--- src/rtl/icache_ctrl_pkg.sv ---
// Shared constants and types for the direct-mapped instruction cache controller.
// Holds the parameter defaults and the refill FSM state encoding.
package icache_ctrl_pkg;

  localparam int DEF_TEXT_BITS  = 12;
  localparam int DEF_LINE_WORDS = 4;
  localparam int DEF_NUM_LINES  = 16;
  localparam int WORD_W         = 32;

  typedef enum logic [1:0] {
    ST_IDLE   = 2'd0,
    ST_REFILL = 2'd1,
    ST_DONE   = 2'd2
  } state_e;

endpackage

--- src/rtl/icache_ctrl_if.sv ---
// Fetch-side and memory-side signals of the instruction cache.
// The fetch unit is the master; the cache controller is the slave.
interface icache_ctrl_if
  import icache_ctrl_pkg::*;
#(
  parameter int ADDR_W = DEF_TEXT_BITS - 2
) ();

  // Stall protocol: a fetch completes in any cycle with cpu_ren=1 and
  // inst_stall=0; while inst_stall=1 the fetch unit holds cpu_addr. Memory
  // registers mem_addr whenever mem_stall=0 and returns the word next cycle.
  logic              cpu_ren;
  logic [ADDR_W-1:0] cpu_addr;
  logic [WORD_W-1:0] inst_out;
  logic              inst_stall;
  logic              mem_ren;
  logic [ADDR_W-1:0] mem_addr;
  logic              mem_stall;
  logic [WORD_W-1:0] mem_dout;

  modport master (
    output cpu_ren, cpu_addr, mem_dout,
    input  inst_out, inst_stall, mem_ren, mem_addr, mem_stall
  );

  modport slave (
    input  cpu_ren, cpu_addr, mem_dout,
    output inst_out, inst_stall, mem_ren, mem_addr, mem_stall
  );

endinterface

--- src/rtl/icache_array.sv ---
// Data, tag and valid storage for the cache: synchronous write, asynchronous read.
// Only the valid bits are cleared by reset; data and tags keep stale contents.
module icache_array
  import icache_ctrl_pkg::*;
#(
  parameter int IDX_W = 4,
  parameter int OFF_W = 2,
  parameter int TAG_W = 4
) (
  input  logic              clk,
  input  logic              reset,
  input  logic [IDX_W-1:0]  rd_idx_i,
  input  logic [OFF_W-1:0]  rd_off_i,
  input  logic [TAG_W-1:0]  rd_tag_i,
  output logic [WORD_W-1:0] rd_data_o,
  output logic              rd_hit_o,
  input  logic              wr_en_i,
  input  logic [IDX_W-1:0]  wr_idx_i,
  input  logic [OFF_W-1:0]  wr_off_i,
  input  logic [WORD_W-1:0] wr_data_i,
  input  logic              tag_we_i,
  input  logic [TAG_W-1:0]  wr_tag_i
);

  localparam int LINES = 1 << IDX_W;
  localparam int WORDS = 1 << OFF_W;

  logic [WORD_W-1:0] data_q  [LINES*WORDS];
  logic [TAG_W-1:0]  tag_q   [LINES];
  logic [LINES-1:0]  valid_q;

  always_ff @(posedge clk) begin
    if (wr_en_i) begin
      data_q[{wr_idx_i, wr_off_i}] <= wr_data_i;
    end
    if (tag_we_i) begin
      tag_q[wr_idx_i] <= wr_tag_i;
    end
  end

  // A line becomes valid only together with its tag, after its last word.
  always_ff @(posedge clk or negedge reset) begin
    if (!reset) begin
      valid_q <= '0;
    end else if (tag_we_i) begin
      valid_q[wr_idx_i] <= 1'b1;
    end
  end

  assign rd_data_o = data_q[{rd_idx_i, rd_off_i}];
  assign rd_hit_o  = valid_q[rd_idx_i] && (tag_q[rd_idx_i] == rd_tag_i);

endmodule

--- src/rtl/icache_ctrl.sv ---
// Direct-mapped, read-only instruction cache controller with zero-latency hits
// and a line refill of LINE_WORDS words from a one-cycle-latency memory.
module icache_ctrl
  import icache_ctrl_pkg::*;
#(
  parameter int TEXT_BITS  = DEF_TEXT_BITS,
  parameter int LINE_WORDS = DEF_LINE_WORDS,
  parameter int NUM_LINES  = DEF_NUM_LINES
) (
  input  logic          clk,
  input  logic          reset,
  icache_ctrl_if.slave  bus,
  output state_e        dbg_state_o
);

  localparam int ADDR_W = TEXT_BITS - 2;
  localparam int OFF_W  = $clog2(LINE_WORDS);
  localparam int IDX_W  = $clog2(NUM_LINES);
  localparam int LINE_W = ADDR_W - OFF_W;
  localparam int TAG_W  = LINE_W - IDX_W;

  localparam logic [OFF_W-1:0] CNT_ONE  = OFF_W'(1);
  localparam logic [OFF_W-1:0] CNT_LAST = OFF_W'(LINE_WORDS - 1);

  state_e            state_q;
  logic [LINE_W-1:0] line_q;
  logic [OFF_W-1:0]  req_cnt_q;
  logic [OFF_W-1:0]  ret_cnt_q;
  logic              rd_pend_q;
  logic              mem_ren_q;
  logic              mem_stall_q;
  logic [ADDR_W-1:0] mem_addr_q;

  logic [LINE_W-1:0] cpu_line;
  logic [WORD_W-1:0] rd_data;
  logic              rd_hit;
  logic              miss;
  logic              fill_wr;
  logic              fill_last;

  assign cpu_line  = bus.cpu_addr[ADDR_W-1:OFF_W];
  assign miss      = (state_q == ST_IDLE) && bus.cpu_ren && !rd_hit;
  // rd_pend_q marks a cycle in which mem_dout carries a word issued last cycle.
  assign fill_wr   = (state_q == ST_REFILL) && rd_pend_q;
  assign fill_last = fill_wr && (ret_cnt_q == CNT_LAST);

  icache_array #(
    .IDX_W (IDX_W),
    .OFF_W (OFF_W),
    .TAG_W (TAG_W)
  ) u_array (
    .clk       (clk),
    .reset     (reset),
    .rd_idx_i  (bus.cpu_addr[OFF_W +: IDX_W]),
    .rd_off_i  (bus.cpu_addr[OFF_W-1:0]),
    .rd_tag_i  (bus.cpu_addr[ADDR_W-1 -: TAG_W]),
    .rd_data_o (rd_data),
    .rd_hit_o  (rd_hit),
    .wr_en_i   (fill_wr),
    .wr_idx_i  (line_q[IDX_W-1:0]),
    .wr_off_i  (ret_cnt_q),
    .wr_data_i (bus.mem_dout),
    .tag_we_i  (fill_last),
    .wr_tag_i  (line_q[LINE_W-1:IDX_W])
  );

  always_ff @(posedge clk or negedge reset) begin
    if (!reset) begin
      state_q     <= ST_IDLE;
      line_q      <= '0;
      req_cnt_q   <= '0;
      ret_cnt_q   <= '0;
      rd_pend_q   <= 1'b0;
      mem_ren_q   <= 1'b0;
      mem_stall_q <= 1'b1;
      mem_addr_q  <= '0;
    end else begin
      case (state_q)
        ST_IDLE: begin
          if (miss) begin
            state_q     <= ST_REFILL;
            line_q      <= cpu_line;
            req_cnt_q   <= '0;
            ret_cnt_q   <= '0;
            rd_pend_q   <= 1'b0;
            mem_ren_q   <= 1'b1;
            mem_stall_q <= 1'b0;
            mem_addr_q  <= {cpu_line, {OFF_W{1'b0}}};
          end
        end
        ST_REFILL: begin
          rd_pend_q <= mem_ren_q;
          if (mem_ren_q) begin
            req_cnt_q <= req_cnt_q + CNT_ONE;
            if (req_cnt_q == CNT_LAST) begin
              mem_ren_q   <= 1'b0;
              mem_stall_q <= 1'b1;
            end else begin
              mem_addr_q <= {line_q, req_cnt_q + CNT_ONE};
            end
          end
          if (rd_pend_q) begin
            ret_cnt_q <= ret_cnt_q + CNT_ONE;
            if (ret_cnt_q == CNT_LAST) begin
              state_q <= ST_DONE;
            end
          end
        end
        ST_DONE: begin
          state_q <= ST_IDLE;
        end
        default: begin
          state_q <= ST_IDLE;
        end
      endcase
    end
  end

  // Reset gates the combinational fetch outputs so they read as idle during reset.
  assign bus.inst_stall = reset && (miss || (state_q == ST_REFILL));
  assign bus.inst_out   = reset ? rd_data : '0;
  assign bus.mem_ren    = mem_ren_q;
  assign bus.mem_stall  = mem_stall_q;
  assign bus.mem_addr   = mem_addr_q;
  assign dbg_state_o    = state_q;

endmodule

--- src/flat_wrapper.sv ---
// flat-port wrapper written by rule: the top's interface ports become plain ports
module icache_ctrl_flat import icache_ctrl_pkg::*;
#(
  parameter int TEXT_BITS  = DEF_TEXT_BITS,
  parameter int LINE_WORDS = DEF_LINE_WORDS,
  parameter int NUM_LINES  = DEF_NUM_LINES
)
  (clk, reset, dbg_state_o, bus_cpu_ren, bus_cpu_addr, bus_mem_dout, bus_inst_out, bus_inst_stall, bus_mem_ren, bus_mem_addr, bus_mem_stall);
  icache_ctrl_if #(.ADDR_W((10))) bus_i ();
  input  logic clk;
  input  logic reset;
  output state_e dbg_state_o;
  input wire logic [$bits(bus_i.cpu_ren)-1:0] bus_cpu_ren;
  input wire logic [$bits(bus_i.cpu_addr)-1:0] bus_cpu_addr;
  input wire logic [$bits(bus_i.mem_dout)-1:0] bus_mem_dout;
  output wire logic [$bits(bus_i.inst_out)-1:0] bus_inst_out;
  output wire logic [$bits(bus_i.inst_stall)-1:0] bus_inst_stall;
  output wire logic [$bits(bus_i.mem_ren)-1:0] bus_mem_ren;
  output wire logic [$bits(bus_i.mem_addr)-1:0] bus_mem_addr;
  output wire logic [$bits(bus_i.mem_stall)-1:0] bus_mem_stall;
  assign bus_i.cpu_ren = bus_cpu_ren;
  assign bus_i.cpu_addr = bus_cpu_addr;
  assign bus_i.mem_dout = bus_mem_dout;
  assign bus_inst_out = bus_i.inst_out;
  assign bus_inst_stall = bus_i.inst_stall;
  assign bus_mem_ren = bus_i.mem_ren;
  assign bus_mem_addr = bus_i.mem_addr;
  assign bus_mem_stall = bus_i.mem_stall;
  icache_ctrl #(.TEXT_BITS(TEXT_BITS), .LINE_WORDS(LINE_WORDS), .NUM_LINES(NUM_LINES)) u_core (.clk(clk), .reset(reset), .bus(bus_i), .dbg_state_o(dbg_state_o));
endmodule
--- config.mk ---
export PLATFORM = sky130hd
export DESIGN_NAME = icache_ctrl_flat
export DESIGN_NICKNAME = d
export VERILOG_FILES = /design/src/rtl/icache_ctrl_pkg.sv /design/src/rtl/icache_ctrl_if.sv /design/src/rtl/icache_array.sv /design/src/rtl/icache_ctrl.sv /design/src/flat_wrapper.sv
export SDC_FILE = /design/constraint.sdc
export NUM_CORES = 2
export LEC_CHECK = 0
export BUFFER_PORTS_ARGS = -buffer_cell sky130_fd_sc_hd__buf_2
export CAP_MARGIN = 20
export CORE_ASPECT_RATIO = 1.4
export CORE_MARGIN = 3
export CORE_UTILIZATION = 40
export DETAILED_ROUTE_END_ITERATION = 6
export PLACE_DENSITY = 0.53
export SLEW_MARGIN = 5
export SYNTH_ARGS = -nofsm -noshare
export SYNTH_HDL_FRONTEND = slang
export SYNTH_HIERARCHICAL = 1
export SYNTH_SLANG_ARGS = --single-unit
--- constraint.sdc ---
create_clock -name clk -period 5.15 [get_ports clk]
set_input_delay 0.7725 -clock clk [delete_from_list [all_inputs] [get_ports clk]]
set_output_delay 0.7725 -clock clk [all_outputs]
set_load 0.02 [all_outputs]
* Yosys cells after proc, flatten, opt, wreduce, memory -nomap -nowiden
Memory sizes are Yosys's and may differ from the RTL's.
Index checks and enable logic that the tools add are counted.
** Word-level totals
- Register bits :: 43
- Bits in latches :: 0
- Bits in writable memories :: 2112
- Bits in read-only memories :: 0
- Bits of input ports :: 45
- Logic and storage cells :: 76
- Memories kept :: 2
** Cells by class
- Add/sub/neg operators :: 2
- Multipliers :: 0
- Divide/modulo/power cells :: 0
- $lt $le $gt $ge :: 3
- Equal/unequal tests :: 10
- Shift operators :: 0
- Muxes and demuxes :: 31
- Bitwise logic cells :: 1
- Reductions and logical operators :: 18
** Memory list
- u_core.u_array.data_q :: words 64, bits a word 32, rd ports 1, clocked after memory_dff 0, write ports 1, line icache_array.sv:28 : logic [WORD_W-1:0] data_q [LINES*WORDS];
- u_core.u_array.tag_q :: words 16, bits a word 4, rd ports 1, clocked after memory_dff 0, write ports 1, line icache_array.sv:29 : logic [TAG_W-1:0] tag_q [LINES];
** Operators with widths (number)
- 2-to-1 mux 32 bit :: 1
- 2-to-1 mux 10 bit :: 3
- case mux 10 bit (2 select lines) :: 1
- OR 16 bit :: 1
- 2-to-1 mux 1 bit :: 12
- 2-to-1 mux 2 bit :: 6
- case mux 2 bit (2 select lines) :: 3
- < comparator 4 x 5 -> 1 bit (second input constant) :: 2
- != test 2 x 1 -> 1 bit (second input constant) :: 5
- AND reduction 3 bit :: 3
- AND reduction 4 bit :: 2
- logical AND 1 bit :: 7
- case mux 1 bit (2 select lines) :: 3
- adder 2 x 1 -> 2 bit (second input constant) :: 2
- binary-select mux 1 bit (select 4 bit) :: 1
- demux 1 bit (select 4 bit) :: 1
- == test 2 bit (second input constant) :: 2
- == test 4 bit :: 1
- greater-or-equal comparator 4 x 1 -> 1 bit (second input constant) :: 1
- AND reduction 2 bit :: 2
- == test 2 x 1 -> 1 bit (second input constant) :: 1
- zero test 2 bit :: 1
- != test 2 bit (second input constant) :: 1
- nonzero test 2 bit :: 1
- 2 further kinds :: 2

* Depth between registers and ports, before layout
- Depth after elaboration :: 7
- Mapped depth :: 14
- Depth with buffers taken out :: 8

* Cells and area by module
Netlist, hierarchy kept.
** By module, submodules not included
- icache_array :: times used 1, cells each 3378, area each 81037.7 µm²
- icache_ctrl :: times used 1, cells each 149, area each 1463.9 µm²

* Worst setup path before layout
Ideal clock, no wire load.
- Path type :: input -> output
- Start point :: input port bus_cpu_addr[2]
- End point :: output port bus_inst_stall
- Data arrival time :: 3208 ps
- Data required time :: 4378 ps
- Setup slack :: 1169 ps
- Stages on the path :: 11
- Buffers on the path :: 4
- Cell sequence :: clkbuf_1 -> buf_2 -> buf_2 -> mux4_2 -> mux2i_1 -> nor2_1 -> a22oi_1 -> nor4_1 -> nor4b_2 -> clkbuf_1 -> o21a_1
** On the way
- Cells in the longest elaborated chain, start to end :: 7
- Elaborated cells between the ends (all ways) :: 9
- Classes of those cells :: 1 x eq/ne; 2 x mux; 5 x reduce/logical; 1 x memory
** Ends and longest elaborated chain
- from (decl) :: line flat_wrapper.sv:14 : input wire logic [$bits(bus_i.cpu_addr)-1:0] bus_cpu_addr;
- memory (16 x 4 bit) / binary-select mux 1 bit (select 4 bit) (equally long branches)
- == test 4 bit / 2-to-1 mux 1 bit (equally long branches) :: line icache_array.sv:51 : assign rd_hit_o = valid_q[rd_idx_i] && (tag_q[rd_idx_i] == rd_tag_i);
- logical AND 1 bit (*) :: line icache_array.sv:51
- net u_core.rd_hit :: line icache_ctrl.sv:36 : logic rd_hit;
- zero test 1 bit (*) :: line icache_ctrl.sv:42 : assign miss = (state_q == ST_IDLE) && bus.cpu_ren && !rd_hit;
- logical AND 1 bit (*) :: line icache_ctrl.sv:42
- logical OR 1 bit (*) :: line icache_ctrl.sv:120 : assign bus.inst_stall = reset && (miss || (state_q == ST_REFILL));
- logical AND 1 bit (*) :: line icache_ctrl.sv:120
- to (decl) :: line flat_wrapper.sv:17 : output wire logic [$bits(bus_i.inst_stall)-1:0] bus_inst_stall;
Mark *: on every way through the listed nets, which the timed path passes. The rest lies on a longest branch. The select of a mux whose other input is x is not followed.

* Worst setup path after layout
- Start point :: input port bus_cpu_addr[0]
- End point :: output port bus_inst_out[21]
** On the way
- Cells in the longest elaborated chain, start to end :: 2
** Ends and longest elaborated chain
- memory (64 x 32 bit)
- net u_core.rd_data[21] :: line icache_ctrl.sv:35 : logic [WORD_W-1:0] rd_data;
- 2-to-1 mux 32 bit :: line icache_ctrl.sv:121 : assign bus.inst_out = reset ? rd_data : '0;
- to (decl) :: line flat_wrapper.sv:16 : output wire logic [$bits(bus_i.inst_out)-1:0] bus_inst_out;
The timed path passes the listed nets, and every way through them passes these cells.

==> insert_results.sql <==
INSERT INTO impl_metrics (metric_group, metric, value, unit) VALUES
('logic_synthesis', 'synthesis.yosys.warnings', '6', ''),
('logic_synthesis', 'synthDistinctLibCells', '45', ''),
('global_routing', 'antenna_found_initial', '23', ''),
('pwr', 'fin_total_pwr', '38000', 'µW'),
('global_routing', 'grt_start_max_net_pins', '65', ''),
('worst_setup_path', 'cp_cell_sequence', 'buf_8, buf_12, buf_12, mux4_2, a22o_1, a221oi_1, a221oi_1, and2_1, buf_2', ''),
('logic_synthesis', 'postSynthNetCount', '3574', ''),
('pwr', 'power_frac_seq', '53.4', '%'),
('pwr', 'pwr-share-clk', '38.0', '%'),
('finish', 'post_route_cells_drive_above_1_share', '31.8', '%'),
('pwr', 'peakVddDrop', '254', 'µV'),
('job', 'max-cap-violations', '0', ''),
('detailed_routing', 'drt_iter0_markers', '3545', ''),
('cts', 'cts_num_sinks', '2155', ''),
('sta', 'worstMarginPinSlew', '1.14', 'ns'),
('global_routing', 'grt_pass1_vias', '40300', ''),
('logic_synthesis', 'ranking_of_synthesized_cells_by_area', 'sky130_fd_sc_hd__edfxtp_1 77%, sky130_fd_sc_hd__mux4_2 16%, sky130_fd_sc_hd__dfrtp_1 1.3%', ''),
('logic_synthesis', 'yosysMostFrequentCell', 'sky130_fd_sc_hd__edfxtp_1', ''),
('cts', 'cts.repair_timing.setup_buffer_count', '0', ''),
('finish', 'final_core_utilization', '46.3', '%'),
('place', 'place_worst_setup_slack', '0.707', 'ns'),
('sta', 'fin_setup_tns', '0', 'ns'),
('sta', 'setup_violations', '0', ''),
('worst_setup_path', 'cp_max_fo', '29', ''),
('detailed_routing', 'count_of_vias_placed_by_the_detailed_router', '38300', ''),
('sta', 'report.final.slew_viol_count', '0', ''),
('die', 'core', '204000', 'µm²'),
('worst_setup_path', 'critPathBufInv', '4', ''),
('sta', 'hold_violations', '0', ''),
('worst_setup_path', 'critical-path-slowest-cell', 'sky130_fd_sc_hd__mux4_2', ''),
('sta', 'min_period', '4.39', 'ns'),
('place', 'post_dp_hpwl', '124000', 'µm'),
('die', 'io_pins', '92', ''),
('detailed_routing', 'drt_drc_violations_left', '0', ''),
('place', 'globalplace.congestion', '0.760', ''),
('outcome', 'run_status', 'finished, final reports clean', ''),
('cts', 'path_clk_slew', '0.06', 'ns'),
('sta', 'min_period_over_period', '85.3', '%'),
('die', 'rows', '196', ''),
('worst_setup_path', 'critical_path.startpoint_type', 'input port', ''),
('finish', 'area.growth.synth_to_final', '14.8', '%'),
('detailed_routing', 'route.detailed.wl_per_inst', '31.6', 'µm'),
('pwr', 'pwr_density_cell', '401', 'nW/µm²'),
('logic_synthesis', 'number_of_register_bits_inferred_by_synthesis', '2155', ''),
('sta', 'setup_ws', '0.759', 'ns'),
('logic_synthesis', 'synth_common_cells', '2112 x sky130_fd_sc_hd__edfxtp_1, 580 x sky130_fd_sc_hd__mux4_2, 109 x sky130_fd_sc_hd__nor2_1, 92 x sky130_fd_sc_hd__mux2i_1, 89 x sky130_fd_sc_hd__nand2_1', ''),
('cts', 'worstSkewPairLatency', '0.84', 'ns'),
('pwr', 'power.net_switching', '8780', 'µW'),
('worst_setup_path', 'critPathCaptureType', 'primary output', ''),
('detailed_routing', 'drt.antenna.violating_nets', '0', ''),
('sta', 'unrepaired_setup_endpoints_after_global_routing', 'no', ''),
('cts', 'number_of_gates_resized_after_cts', '0', ''),
('global_routing', 'globalRouteTotalUtil', '19.9', '%'),
('cts', 'inserted_clock_buffers', '204', ''),
('logic_synthesis', 'synthCells', '3527', ''),
('logic_synthesis', 'synth_flop_cell', 'sky130_fd_sc_hd__edfxtp_1', ''),
('sta', 'worst_slew_margin_rel', '23.4', '%'),
('detailed_routing', 'detailedRoute.firstPassIterationCount', '5', ''),
('detailed_routing', 'routed_wirelength', '211000', 'µm'),
('logic_synthesis', 'synth-async-reset-ratio', '2.00', '%'),
('global_routing', 'grt_pass1_wl', '301000', 'µm'),
('pwr', 'power.static_leakage', '0.0298', 'µW'),
('die', 'die_area', '212000', 'µm²'),
('logic_synthesis', 'synthesis.area', '82500', 'µm²'),
('logic_synthesis', 'yosysSeqAreaShare', '78.2', '%'),
('cts', 'cts.root.buffer_cell', 'sky130_fd_sc_hd__clkbuf_16', ''),
('global_routing', 'overflow', '0', ''),
('logic_synthesis', 'synth_enable_flop_cells', '2112', ''),
('place', 'placement.io_buffers', '91', ''),
('worst_setup_path', 'crit_family', 'buffers and inverters', ''),
('pwr', 'p_sw_share', '23.1', '%');
==> worst paths after layout <==
check,endpoint,start,cells past startpoint
min,u_core/u_array/valid_q[13]$_DFFE_PN0P_,reset,1
max in group asynchronous,u_core/bus.mem_stall$_DFFE_PN1P_,reset,2
max reg2reg,u_core/u_array/data_q[37][16]$_DFFE_PP_,u_core/dbg_state_o[1]$_DFFE_PN0P_,6
max,bus_inst_out[21],bus_cpu_addr[0],9
min reg2reg,u_core/u_array/valid_q[15]$_DFFE_PN0P_,u_core/u_array/valid_q[15]$_DFFE_PN0P_,1
min in group clk,u_core/line_q[6]$_DFFE_PN0P_,bus_cpu_addr[8],3
==> power by group through the flow <==
| stage | clock network, µW | logic, µW | registers (µW) |
|---|---|---|---|
| after CTS | 14800 | 3290 | 20300 |
| after floorplan | 0 | 1740 | 20600 |
| after detailed placement | 0 | 3280 | 20700 |
| final | 14400 | 3270 | 20300 |
| after global routing | 15400 | 3490 | 20300 |
| after global placement | 0 | 3250 | 20600 |
==> per-layer routing <==
layer / up-vias / global-route usage, % / share of wire, %
met5: - / 0 / 0.018
met1: 21000 / 26.2 / 40
met4: 8 / 4.74 / 2.2
met3: 314 / 3.20 / 5.7
li1: 15800 / - / -
met2: 1160 / 34.9 / 52
==> worst reg2reg max path, stage by stage (launching register included) <==
cell and delay (ns):
sky130_fd_sc_hd__dfrtp_1 0.49, sky130_fd_sc_hd__nand3b_1 0.32, sky130_fd_sc_hd__inv_1 0.28, sky130_fd_sc_hd__nor2b_1 0.29
sky130_fd_sc_hd__nand3_1 0.66, sky130_fd_sc_hd__nor2_4 0.89, sky130_fd_sc_hd__buf_4 0.42
==> cells in the final DEF (no fill, tap or decap), types with 6 or more instances in the layout <==
cell type / n
sky130_fd_sc_hd__and2_1: 34
sky130_fd_sc_hd__clkinv_2: 38
sky130_fd_sc_hd__clkinv_1: 46
sky130_fd_sc_hd__buf_2: 85
sky130_fd_sc_hd__bufinv_16: 14
sky130_fd_sc_hd__clkinvlp_4: 8
sky130_fd_sc_hd__clkbuf_16: 207
sky130_fd_sc_hd__edfxtp_1: 2112
sky130_fd_sc_hd__o21ai_1: 20
sky130_fd_sc_hd__nor2_4: 64
sky130_fd_sc_hd__mux2i_1: 92
sky130_fd_sc_hd__nand2b_1: 8
sky130_fd_sc_hd__nand3_1: 18
sky130_fd_sc_hd__a22o_1: 26
sky130_fd_sc_hd__diode_2: 6
sky130_fd_sc_hd__dfrtp_1: 42
sky130_fd_sc_hd__nand2_1: 89
sky130_fd_sc_hd__buf_4: 168
sky130_fd_sc_hd__or2_2: 16
sky130_fd_sc_hd__buf_12: 60
sky130_fd_sc_hd__nor2_1: 43
sky130_fd_sc_hd__mux2_2: 16
sky130_fd_sc_hd__o311a_1: 20
sky130_fd_sc_hd__nor2b_1: 9
sky130_fd_sc_hd__a22oi_1: 20
sky130_fd_sc_hd__mux4_2: 580
sky130_fd_sc_hd__a221oi_1: 80
sky130_fd_sc_hd__clkbuf_1: 43
==> logic make-up after synthesis <==
kind of cell               share of synthesized area [%]
DFF                                                 78.2
muxes                                               17.2
and+or+nand+nor                                     1.70
buffers and inverters                               1.10
AOI/OAI and AO/OA                                   1.76
xor gates and xnor gates                          0.0531
adders and majority gates                         0.0303
==> sequential cells by signal, indices dropped and copies added (netlist names) <==
register / cells
u_core/req_cnt_q: 2
u_core/bus.mem_stall: 1
u_core/bus.mem_ren: 1
u_core/ret_cnt_q: 2
u_core/u_array/data_q: 2048
u_core/line_q: 8
u_core/u_array/valid_q: 16
u_core/dbg_state_o: 2
u_core/u_array/tag_q: 64
u_core/bus.mem_addr: 10
u_core/rd_pend_q: 1
==> per-stage QoR <==
step                      instances  cell area (µm²)  hold WS, ns
after floorplan                3527            82500        0.434
after global placement         6302            87900        0.444
after detailed placement       6303            88000        0.448
after CTS                      6667            94200       0.0476
after global routing           6690            94700       0.0772
final                          6695            94700       0.0721
==> layout make-up <==
class,count,area [µm²],area share [%]
clock buffers,251,5360,5.66
inverters,5,18.8,0.0198
diodes,6,15.0,0.0159
flip-flops and latches,2155,64500,68.1
clock inverters,113,902,0.953
multi-input cells,1175,17600,18.6
well taps,2673,3340,3.53
repair buffers,317,2950,3.11
(Power assumes the default switching activity.)
